File: config.mk
export PLATFORM = sky130hd
export DESIGN_NAME = gpr_scoreboard_file
export DESIGN_NICKNAME = d
export VERILOG_FILES = /design/src/rtl/gpr_scoreboard_file.sv
export SDC_FILE = /design/constraint.sdc
export NUM_CORES = 1
export LEC_CHECK = 0
export BUFFER_PORTS_ARGS = -buffer_cell sky130_fd_sc_hd__buf_2
export CORE_MARGIN = 2
export CORE_UTILIZATION = 67
export CTS_CLUSTER_SIZE = 20
export DETAILED_ROUTE_END_ITERATION = 6
export PLACE_DENSITY = 0.86
export SYNTH_ARGS = -nofsm -noshare
export SYNTH_HDL_FRONTEND = slang
export SYNTH_SLANG_ARGS = --single-unit
File: constraint.sdc
create_clock -name clk -period 26.4 [get_ports clk]
set_clock_uncertainty 0.1 [all_clocks]
set_input_delay 1.32 -clock clk [delete_from_list [all_inputs] [get_ports clk]]
set_output_delay 1.32 -clock clk [all_outputs]
set_load 0.1 [all_outputs]
File: src/rtl/gpr_scoreboard_file.sv
// gpr_scoreboard_file: GPR array with a one-bit-per-register write scoreboard.
// Holds a decoded request until its sources and destination are free, then
// presents registered operands to EXU. WBU retires writes in any state.
// Optional macro GPR_BYPASS_EN: forward same-cycle WBU data into operand capture.
module gpr_scoreboard_file #(
    parameter int XLEN    = 32,
    parameter int NR_REGS = 16
) (
    input  logic               clk,
    input  logic               rst,
    input  logic               idu_valid,
    output logic               idu_ready,
    input  logic [4:0]         idu_rs1,
    input  logic [4:0]         idu_rs2,
    input  logic [4:0]         idu_rd,
    input  logic               idu_rd_wen,
    output logic               exu_valid,
    input  logic               exu_ready,
    output logic [XLEN-1:0]    exu_src1,
    output logic [XLEN-1:0]    exu_src2,
    input  logic               wbu_valid,
    output logic               wbu_ready,
    input  logic [4:0]         wbu_rd,
    input  logic               wbu_wen,
    input  logic [XLEN-1:0]    wbu_wdata,
    output logic [NR_REGS-1:0] busy_vec
);

    localparam int IW = $clog2(NR_REGS);

    typedef enum logic [1:0] {IDLE, WAIT, SEND} state_t;

    state_t             state, state_next;
    logic [XLEN-1:0]    regs [NR_REGS];
    logic [NR_REGS-1:0] busy;
    logic [4:0]         rs1_q, rs2_q, rd_q;
    logic               rd_wen_q;
    logic [XLEN-1:0]    src1_q, src2_q;

    logic               wb_we, issue, hazard;
    logic               rs1_ok, rs2_ok, rd_ok;
    logic               hit1, hit2, hitd;
    logic [XLEN-1:0]    op1, op2;

    // Index is architecturally valid: nonzero and within the configured count.
    function automatic logic idx_ok(input logic [4:0] i);
        return (i != 5'd0) && ({27'd0, i} < 32'(NR_REGS));
    endfunction

    // Hazard detection and operand selection for the latched request.
    always_comb begin
        wb_we  = wbu_valid && wbu_wen && idx_ok(wbu_rd);
        rs1_ok = idx_ok(rs1_q);
        rs2_ok = idx_ok(rs2_q);
        rd_ok  = idx_ok(rd_q);
`ifdef GPR_BYPASS_EN
        hit1 = wb_we && (wbu_rd == rs1_q);
        hit2 = wb_we && (wbu_rd == rs2_q);
        hitd = wb_we && (wbu_rd == rd_q);
`else
        hit1 = 1'b0;
        hit2 = 1'b0;
        hitd = 1'b0;
`endif
        hazard = (rs1_ok && busy[rs1_q[IW-1:0]] && !hit1)
              || (rs2_ok && busy[rs2_q[IW-1:0]] && !hit2)
              || (rd_wen_q && rd_ok && busy[rd_q[IW-1:0]] && !hitd);
        op1 = !rs1_ok ? '0 : (hit1 ? wbu_wdata : regs[rs1_q[IW-1:0]]);
        op2 = !rs2_ok ? '0 : (hit2 ? wbu_wdata : regs[rs2_q[IW-1:0]]);
    end

    // Next-state and handshake outputs.
    always_comb begin
        state_next = state;
        idu_ready  = 1'b0;
        exu_valid  = 1'b0;
        issue      = 1'b0;
        unique case (state)
            IDLE: begin
                idu_ready = 1'b1;
                if (idu_valid) state_next = WAIT;
            end
            WAIT: begin
                if (!hazard) begin
                    issue      = 1'b1;
                    state_next = SEND;
                end
            end
            SEND: begin
                exu_valid = 1'b1;
                if (exu_ready) state_next = IDLE;
            end
            default: state_next = IDLE;
        endcase
    end

    // State register.
    always_ff @(posedge clk or posedge rst) begin
        if (rst) state <= IDLE;
        else     state <= state_next;
    end

    // Request latch on accept and operand capture on issue.
    always_ff @(posedge clk or posedge rst) begin
        if (rst) begin
            rs1_q    <= '0;
            rs2_q    <= '0;
            rd_q     <= '0;
            rd_wen_q <= 1'b0;
            src1_q   <= '0;
            src2_q   <= '0;
        end else begin
            if (state == IDLE && idu_valid) begin
                rs1_q    <= idu_rs1;
                rs2_q    <= idu_rs2;
                rd_q     <= idu_rd;
                rd_wen_q <= idu_rd_wen;
            end
            if (issue) begin
                src1_q <= op1;
                src2_q <= op2;
            end
        end
    end

    // Register array write port.
    always_ff @(posedge clk or posedge rst) begin
        if (rst) begin
            for (int unsigned i = 0; i < NR_REGS; i++) regs[i] <= '0;
        end else if (wb_we) begin
            regs[wbu_rd[IW-1:0]] <= wbu_wdata;
        end
    end

    // Scoreboard: the issue set is ordered after the write-back clear so set wins.
    always_ff @(posedge clk or posedge rst) begin
        if (rst) begin
            busy <= '0;
        end else begin
            if (wb_we) busy[wbu_rd[IW-1:0]] <= 1'b0;
            if (issue && rd_wen_q && rd_ok) busy[rd_q[IW-1:0]] <= 1'b1;
        end
    end

    assign exu_src1  = src1_q;
    assign exu_src2  = src2_q;
    assign wbu_ready = 1'b1;
    assign busy_vec  = busy;

endmodule

==> results of run 1 <==
-- cell families after synthesis --
kind of cell	count (synthesis)
flip-flops	610
AO/OA/AOI/OAI	166
multiplexers	891
other	1
AND/OR/NAND/NOR	141
buffers and inverters	240
-- per-stage QoR --
| stage | hold slack (ps) | utilization [%] |
|---|---|---|
| 3_3_place_gp | 276.3 | 69.43 |
| 5_1_grt | 301.8 | 73.93 |
| 2_1_floorplan | 341.3 | - |
| 3_5_place_dp | 283.6 | 69.43 |
| 4_1_cts | 296.6 | 73.90 |
| 6_report | 296.6 | 73.93 |
-- metal layers --
layer	track usage, %	vias to the layer above	share of wire [%]
li1	-	7898	-
met1	45.74	10450	38
met2	55.56	963	50
met3	6.570	243	7.9
met4	14.14	0	4.1
met5	0	-	0
-- flip-flops by register name (all words and copies together) (netlist names) --
name	flops
busy_vec	16
exu_src1	32
exu_src2	32
rd_q	5
rd_wen_q	1
regs	512
rs1_q	5
rs2_q	5
state	2
-- area by class of cell --
cell class,instances,area [sq um]
clock inverter,18,168.9
clock buffer,93,1899
timing repair buffer,173,985.9
tap,607,759.5
multi-input combinational,1199,15040
fill,2752,12060
sequential,610,15290
antenna,4,10.01
inverter,10,45.04
-- critical path, cell delays in order (launching register included) --
cell and delay [ps]:
sky130_fd_sc_hd__dfrtp_4 970, sky130_fd_sc_hd__buf_4 930, sky130_fd_sc_hd__mux4_2 420, sky130_fd_sc_hd__o2111ai_1 220, sky130_fd_sc_hd__and4_1 280, sky130_fd_sc_hd__and3_4 980
sky130_fd_sc_hd__mux2_2 430
-- cells in the mapped netlist, types with 6 or more instances --
cell / instances / area [sq um]
sky130_fd_sc_hd__o41ai_1: 6 / 52.55
sky130_fd_sc_hd__buf_2: 58 / 290.3
sky130_fd_sc_hd__a211oi_1: 130 / 975.9
sky130_fd_sc_hd__nor2b_1: 7 / 43.79
sky130_fd_sc_hd__nand3_1: 7 / 35.03
sky130_fd_sc_hd__mux2i_1: 73 / 730.7
sky130_fd_sc_hd__o31ai_1: 6 / 45.04
sky130_fd_sc_hd__inv_1: 9 / 33.78
sky130_fd_sc_hd__mux2_1: 49 / 551.8
sky130_fd_sc_hd__mux4_2: 262 / 5901
sky130_fd_sc_hd__buf_1: 30 / 112.6
sky130_fd_sc_hd__nand2b_1: 8 / 50.05
sky130_fd_sc_hd__nor2_1: 13 / 48.80
sky130_fd_sc_hd__nand2_1: 26 / 97.59
sky130_fd_sc_hd__mux2_2: 507 / 5709
sky130_fd_sc_hd__o21ai_0: 8 / 40.04
sky130_fd_sc_hd__buf_6: 7 / 78.83
sky130_fd_sc_hd__clkbuf_1: 133 / 499.2
sky130_fd_sc_hd__dfrtp_1: 610 / 15260
sky130_fd_sc_hd__and2_1: 67 / 419.2
-- power by group --
| part | internal (W) | switching (W) | total, W |
|---|---|---|---|
| registers | 0.00108 | 0.000210 | 0.00129 |
| logic | 0.000608 | 0.000862 | 0.00147 |
| clock network | 0.000521 | 0.000368 | 0.000889 |
-- final timing paths --
check                      cells past startpoint                       end  slack, ps
setup reg to reg                               6  exu_src1[18]$_DFFE_PP0P_      21790
max in group asynchronous                      4     regs[178]$_DFFE_PP0P_      23190
min in group asynchronous                      2     regs[234]$_DFFE_PP0P_        790
setup / recovery                               6  exu_src1[18]$_DFFE_PP0P_      21790
hold / removal                                 0     regs[505]$_DFFE_PP0P_        300
hold reg to reg                                0     regs[505]$_DFFE_PP0P_        300
==> run summary, run 1 <==
Maximum number of buffers from clock root to sink: 3. Of the post-synthesis cell area, the part taken by muxes is 41.28%. Post-CTS timing repair inserted 0 buffers for setup.

STA puts the critical path data required time at 26800 ps. The worst setup path is launched from a flip-flop. The startpoint identified for the worst register-to-register timing path is rs1_q[1]$_DFFE_PP0P_.

Excluding fillers, the count of instances in the completed layout stands at 2714. For this run, the number of Yosys warnings is 0. The average wire per cell in the routed design is 29.35 um, and the pin count of the biggest net entering global routing is 183. The xor/xnor cell area share of the yosys netlist was 0%. The number of clock sinks came out at 610. Clock-pin slew was measured on the worst setup and hold paths at 60 ps. The post-route netlist has 51.12% of its cells at a drive strength greater than 1.

Leaving out fill and tap cells, the most frequent cell in the layout is sky130_fd_sc_hd__dfrtp_1. After synthesis, flip-flops and latches occupy 48.88% of the total area. The run gives 0 as the number of hold buffers added after CTS. For this block, the routed nets add up to 79670 um of wire. For this design the ratio of total power to cell area is 106.8 nW/um^2. Total power for the finished layout comes to 0.003652 W.

The full die area was 48350 sq um; the post-layout worst setup margin was 21790 ps. After detailed routing, the number of vias per cell comes to 7.204. The die is 219.9 um wide. Gates resized during post-CTS repair numbered 0. The count of placed standard cells including taps is 2599.

The normalized max-slew margin was 21.42%; the floorplan core area was 46260 sq um. In this run the remaining antenna-violating nets after routing total 0. Relative to the synthesized area, the layout overhead comes to 9.508%.

The floorplan step set the die height to 219.9 um. After synthesis, the largest family of logic cells by area is multiplexers. TritonCTS built the clock tree. Once the floorplan was initialized, standard cells occupied 67.51% of the core. The number of nets in the synthesized netlist is 2108. The fraction of synthesis flops using an asynchronous set or reset pin works out to 100.0%.

In the layout the commonest cells are sky130_fd_sc_hd__dfrtp_1, sky130_fd_sc_hd__mux2_2, sky130_fd_sc_hd__mux4_2. In the synthesized netlist the dominant register cell turns out to be sky130_fd_sc_hd__dfrtp_1. The run gives 79 as the number of placement rows. In this run the worst setup path begins at rs1_q[1]$_DFFE_PP0P_. Port buffering added 140 buffers. In this run the mean area of a mapped cell was 15.24 sq um. The number of synthesized flops with an enable pin was 0; the pre-CTS setup slack was 21890 ps. The share of the synthesized area in compound gates (AO/OA/AOI/OAI) is 4.023%, and the max-capacitance violation count is 0. At the later pin of the worst-skew pair, clock insertion delay measures 640 ps.

The run finished with clean final reports. Clock tree synthesis inserted a total of 61 buffers. The tools report the HPWL after detailed placement as 42900 um. The run gives 31230 sq um as the netlist area before placement.

The analysis attributes to cell leakage a power of 15.60 nW. Setup repair after global routing left no endpoint under its margin. The first routing iteration left 2169 violations.

The first-pass GRT wire length is 123000 um, and the number of levels in the clock H-tree is 2. The number of unique standard cell types used by synthesis is 41, and the share of the clock period used by the worst path after layout is 17.47%. Initial antenna violation count: 5. The total global routing overflow was 0; the adder-cell area share of the yosys netlist was 0%. Largest fanout of any net on the critical path: 65. The run gives 19550 as the via total after detailed routing. The number of global-route vias before repair is 20610. The largest voltage drop on the vdd net is 0.2450 mV, and the total placed instance area is 32120 sq um.

The worst setup path is captured at a flip-flop. For the critical path arrival, the log shows 5010 ps. During I/O placement, the number of pins put on the boundary was 142. The worst hold path begins at regs[505]$_DFFE_PP0P_. After detailed routing, the number of remaining DRC violations is 0. At the end of routability-driven placement, the weighted congestion stood at 0.8750.

For the summed negative setup slack over all endpoints, the log shows 0 ps. The count of nets after finishing was 2114. Number of instances in the synthesized netlist: 2049. The synthesized netlist devotes 2.492% of its cell area to simple gates. For the finished layout, the period the worst path requires is 4612 ps. The root buffer cell chosen for the clock tree is sky130_fd_sc_hd__clkbuf_16. Static timing analysis puts the maximum clock frequency at 216.8 MHz. The logs give 34.12% for the total global routing track utilization and 0 for the final number of hold-violating endpoints.

The number of iterations in the first detailed-routing pass was 6. The type of the setup path with the least slack is reg -> reg. For the number of max-slew violations in the final report, the log shows 0. The final instance area is 34200 sq um, and the final number of setup-violating endpoints is 0.

The synthesized design contains 610 register bits. For the pin with the worst max-slew slack, the measured transition is 1175 ps. The class of the worst hold path was reg -> reg.
No activity file was read; power rests on OpenSTA's default activity.
==> run 2: changes to the inputs <==
--- a/config.mk
+++ b/config.mk
@@ -7,10 +7,10 @@
 export LEC_CHECK = 0
 export BUFFER_PORTS_ARGS = -buffer_cell sky130_fd_sc_hd__buf_2
 export CORE_MARGIN = 2
-export CORE_UTILIZATION = 67
+export CORE_UTILIZATION = 56
 export CTS_CLUSTER_SIZE = 20
 export DETAILED_ROUTE_END_ITERATION = 6
-export PLACE_DENSITY = 0.86
+export PLACE_DENSITY = 0.77
 export SYNTH_ARGS = -nofsm -noshare
 export SYNTH_HDL_FRONTEND = slang
 export SYNTH_SLANG_ARGS = --single-unit
==> constraint.sdc (replaced) <==
create_clock -name clk -period 3.92 [get_ports clk]
set_clock_uncertainty 0.1 [all_clocks]
set_input_delay 0.196 -clock clk [delete_from_list [all_inputs] [get_ports clk]]
set_output_delay 0.196 -clock clk [all_outputs]
set_load 0.1 [all_outputs]
==> run summary, run 2 (same netlist as run 1, synthesis figures left out) <==
The flow ran to the end, and the final reports show no timing, DRC or antenna violations. Setup repair after global routing left no endpoint under its margin. The run gives 0 as the number of max-slew violations in the final report.

The number of DRC violations after detailed-routing iteration 0 came out at 1957. The run gives 0 as the total DRC errors in the routed layout. The largest fanout of any net on the critical path is 26. The final critical path takes up 79.99% of the cycle. For the number of top-level design ports, the log shows 142. The logs give 47430 um for the HPWL after detailed placement and 0 for the final number of hold-violating endpoints.

The analysis attributes to cell leakage a power of 16.04 nW. The floorplan step defined a die boundary enclosing 57670 sq um. The largest single stage delay on the critical path is 750 ps.

The final weighted congestion in routability-driven placement was 0.8882. Class of the worst hold path: in -> reg. The multi-input combinational cells in the finished layout cover a total of 15020 sq um.

The pre-antenna-repair detailed-routing pass consisted of 6 iterations. The die is 240.1 um tall. The buffer type at the clock tree root is sky130_fd_sc_hd__clkbuf_16.

The max-capacitance violation count is 0. Walking the worst path, the cells encountered are mux4_2 > o22ai_1 > nor4_1 > a31oi_2 > and3_4 > buf_4 > mux2_1. Ranked by flip-flop count, first place goes to regs. For the pin with the worst max-slew slack, the measured transition is 1133 ps.

The worst pin sits at a relative slew slack of 24.22%. Port buffering added 140 buffers. The tools report the final number of setup-violating endpoints as 0. For the largest voltage drop on the vdd net, the log shows 0.6567 mV. The total power divided by cell area was 713.1 nW/um^2.

The number of clock buffers added by TritonCTS is 66. The summed negative setup slack over all endpoints is 0 ps, and the first-pass GRT wire length is 129200 um. The top cell types in the final layout, fill and taps aside, are sky130_fd_sc_hd__dfrtp_1, sky130_fd_sc_hd__mux2_2, sky130_fd_sc_hd__mux4_2. The clock drives 610 sinks.

The worst setup path is of the reg -> reg kind. The sequential standard cell area was 15290 sq um. The number of global-route vias before repair was 20970.

The kind of cell with the highest combined delay along the critical path is multiplexers. After detailed routing, the number of vias per cell comes to 6.700. The number of placement rows was 86.

Global routing consumed, over all layers together, 30.09% of the routing resources. In this run the standard cell core region covers 55090 sq um. After clock tree synthesis, the clock-pin slew on the worst setup and hold paths is 60 ps. The design draws 0.02524 W. Endpoint kind of the worst setup timing path: a flip-flop. The worst setup path is launched from a flip-flop. The fraction of final layout cells with drive strength greater than 1 is 50.27%, and the count of nets after finishing is 2196. For this block, the via count after detailed routing is 19690.

Final hold analysis gives a worst-case slack of 36.27 ps. TritonCTS built the clock tree. Starting density of the core: 56.68%. The average wire per cell in the routed design is 28.43 um.

The clock period could shrink to 3136 ps. The maximum number of buffers from clock root to sink is 3. The number of antenna-violating nets in the routed design was 0. For the worst setup path, the data required time is 4290 ps.

Summing all placed instances gives a cell area of 32690 sq um. The worst-skew pair later-pin latency is 600 ps, and the total global routing overflow is 0. The number of levels in the clock H-tree came out at 3. Critical path arrival: 3510 ps.

The die is 240.1 um wide. For this run, the share of the core covered by cells in the final layout is 64.26%. The number of buffer and inverter instances along the worst setup path was 1.

The final layout contains routed wiring with a total length of 83520 um. Post-CTS repair changed the size of 0 cells. Based on the critical path, the design can be clocked at up to 318.9 MHz. The initial antenna violation count was 6. The slowest stage of the critical path belongs to the cell sky130_fd_sc_hd__dfrtp_4. Relative to the synthesized area, the layout overhead comes to 13.36%. The final instance area is 35400 sq um, and the flip-flop count of the largest register, all copies and words added is 512.

The library cell used most frequently in the layout, excluding fill and tap cells, is sky130_fd_sc_hd__dfrtp_1. Entering global routing, the biggest net connects 137 pins. Counting the fill cells in the layout gives 3878.
run 2: cell count changes in the layout (fill, tap and decap cells not counted), moves of 2 or more:
cell / previous run / this run
sky130_fd_sc_hd__buf_12: 3 / 20
sky130_fd_sc_hd__buf_4: 30 / 39
sky130_fd_sc_hd__clkbuf_1: 9 / 16
sky130_fd_sc_hd__clkbuf_16: 63 / 73
sky130_fd_sc_hd__clkbuf_8: 21 / 14
sky130_fd_sc_hd__clkinv_2: 14 / 10
sky130_fd_sc_hd__diode_2: 4 / 6
sky130_fd_sc_hd__dlygate4sd3_1: 0 / 51
sky130_fd_sc_hd__nand3_2: 1 / 3
sky130_fd_sc_hd__nand3_4: 2 / 0
run 2: repair_timing:
action / 4_1_cts / 5_1_grt
hold buffers: 51 / 0
hold endpoints to repair: 522 / 0
buffers inserted: 0 / 0
run 2: worst paths after layout:
kind,start,to,slack (ps),cells after the start
max reg2reg,rs2_q[0]$_DFFE_PP0P_,exu_src2[10]$_DFFE_PP0P_,780,7
min reg2reg,regs[495]$_DFFE_PP0P_,regs[495]$_DFFE_PP0P_,290,0
min in group asynchronous,rst,exu_src2[2]$_DFFE_PP0P_,230,3
max in group asynchronous,rst,regs[149]$_DFFE_PP0P_,2270,4
max,rs2_q[0]$_DFFE_PP0P_,exu_src2[10]$_DFFE_PP0P_,780,7
min,wbu_rd[3],busy_vec[12]$_DFF_PP0_,40,4
run 2: power by group:
part / switching (W) / internal [W]
logic: 0.00614 / 0.00431
clock network: 0.00252 / 0.00377
registers: 0.00121 / 0.00731
total: 0.00986 / 0.0154
run 2: cell type report:
| cell class | instances | share of cell area (%) |
|---|---|---|
| flip-flops and latches | 610 | 43.19 |
| repair buffers | 250 | 5.379 |
| clock buffers | 103 | 5.874 |
| diodes | 6 | 0.04241 |
| multi-input cells | 1199 | 42.44 |
| inverters | 10 | 0.1166 |
| well taps | 748 | 2.644 |
| clock inverters | 12 | 0.3110 |
run 2: tightest hold or removal path, stage by stage:
cell and delay, ps:
sky130_fd_sc_hd__buf_2 170, sky130_fd_sc_hd__nand2_1 150, sky130_fd_sc_hd__o21ai_0 110, sky130_fd_sc_hd__o41ai_1 70
run 2: metal layers:
| metal | global-route usage, % | vias to the layer above | part of all wire [%] |
|---|---|---|---|
| li1 | - | 8061 | - |
| met1 | 41.46 | 10570 | 40 |
| met2 | 47.75 | 887 | 48 |
| met3 | 6.452 | 167 | 8.5 |
| met4 | 10.82 | 6 | 2.9 |
| met5 | 0 | - | 0.041 |
run 2: through the flow:
stage,setup slack (ps),cells
2_1_floorplan,-4699,2049
3_3_place_gp,887.5,2766
3_5_place_dp,860.7,2766
4_1_cts,827.1,2932
5_1_grt,642.7,2936
6_report,784.3,2938
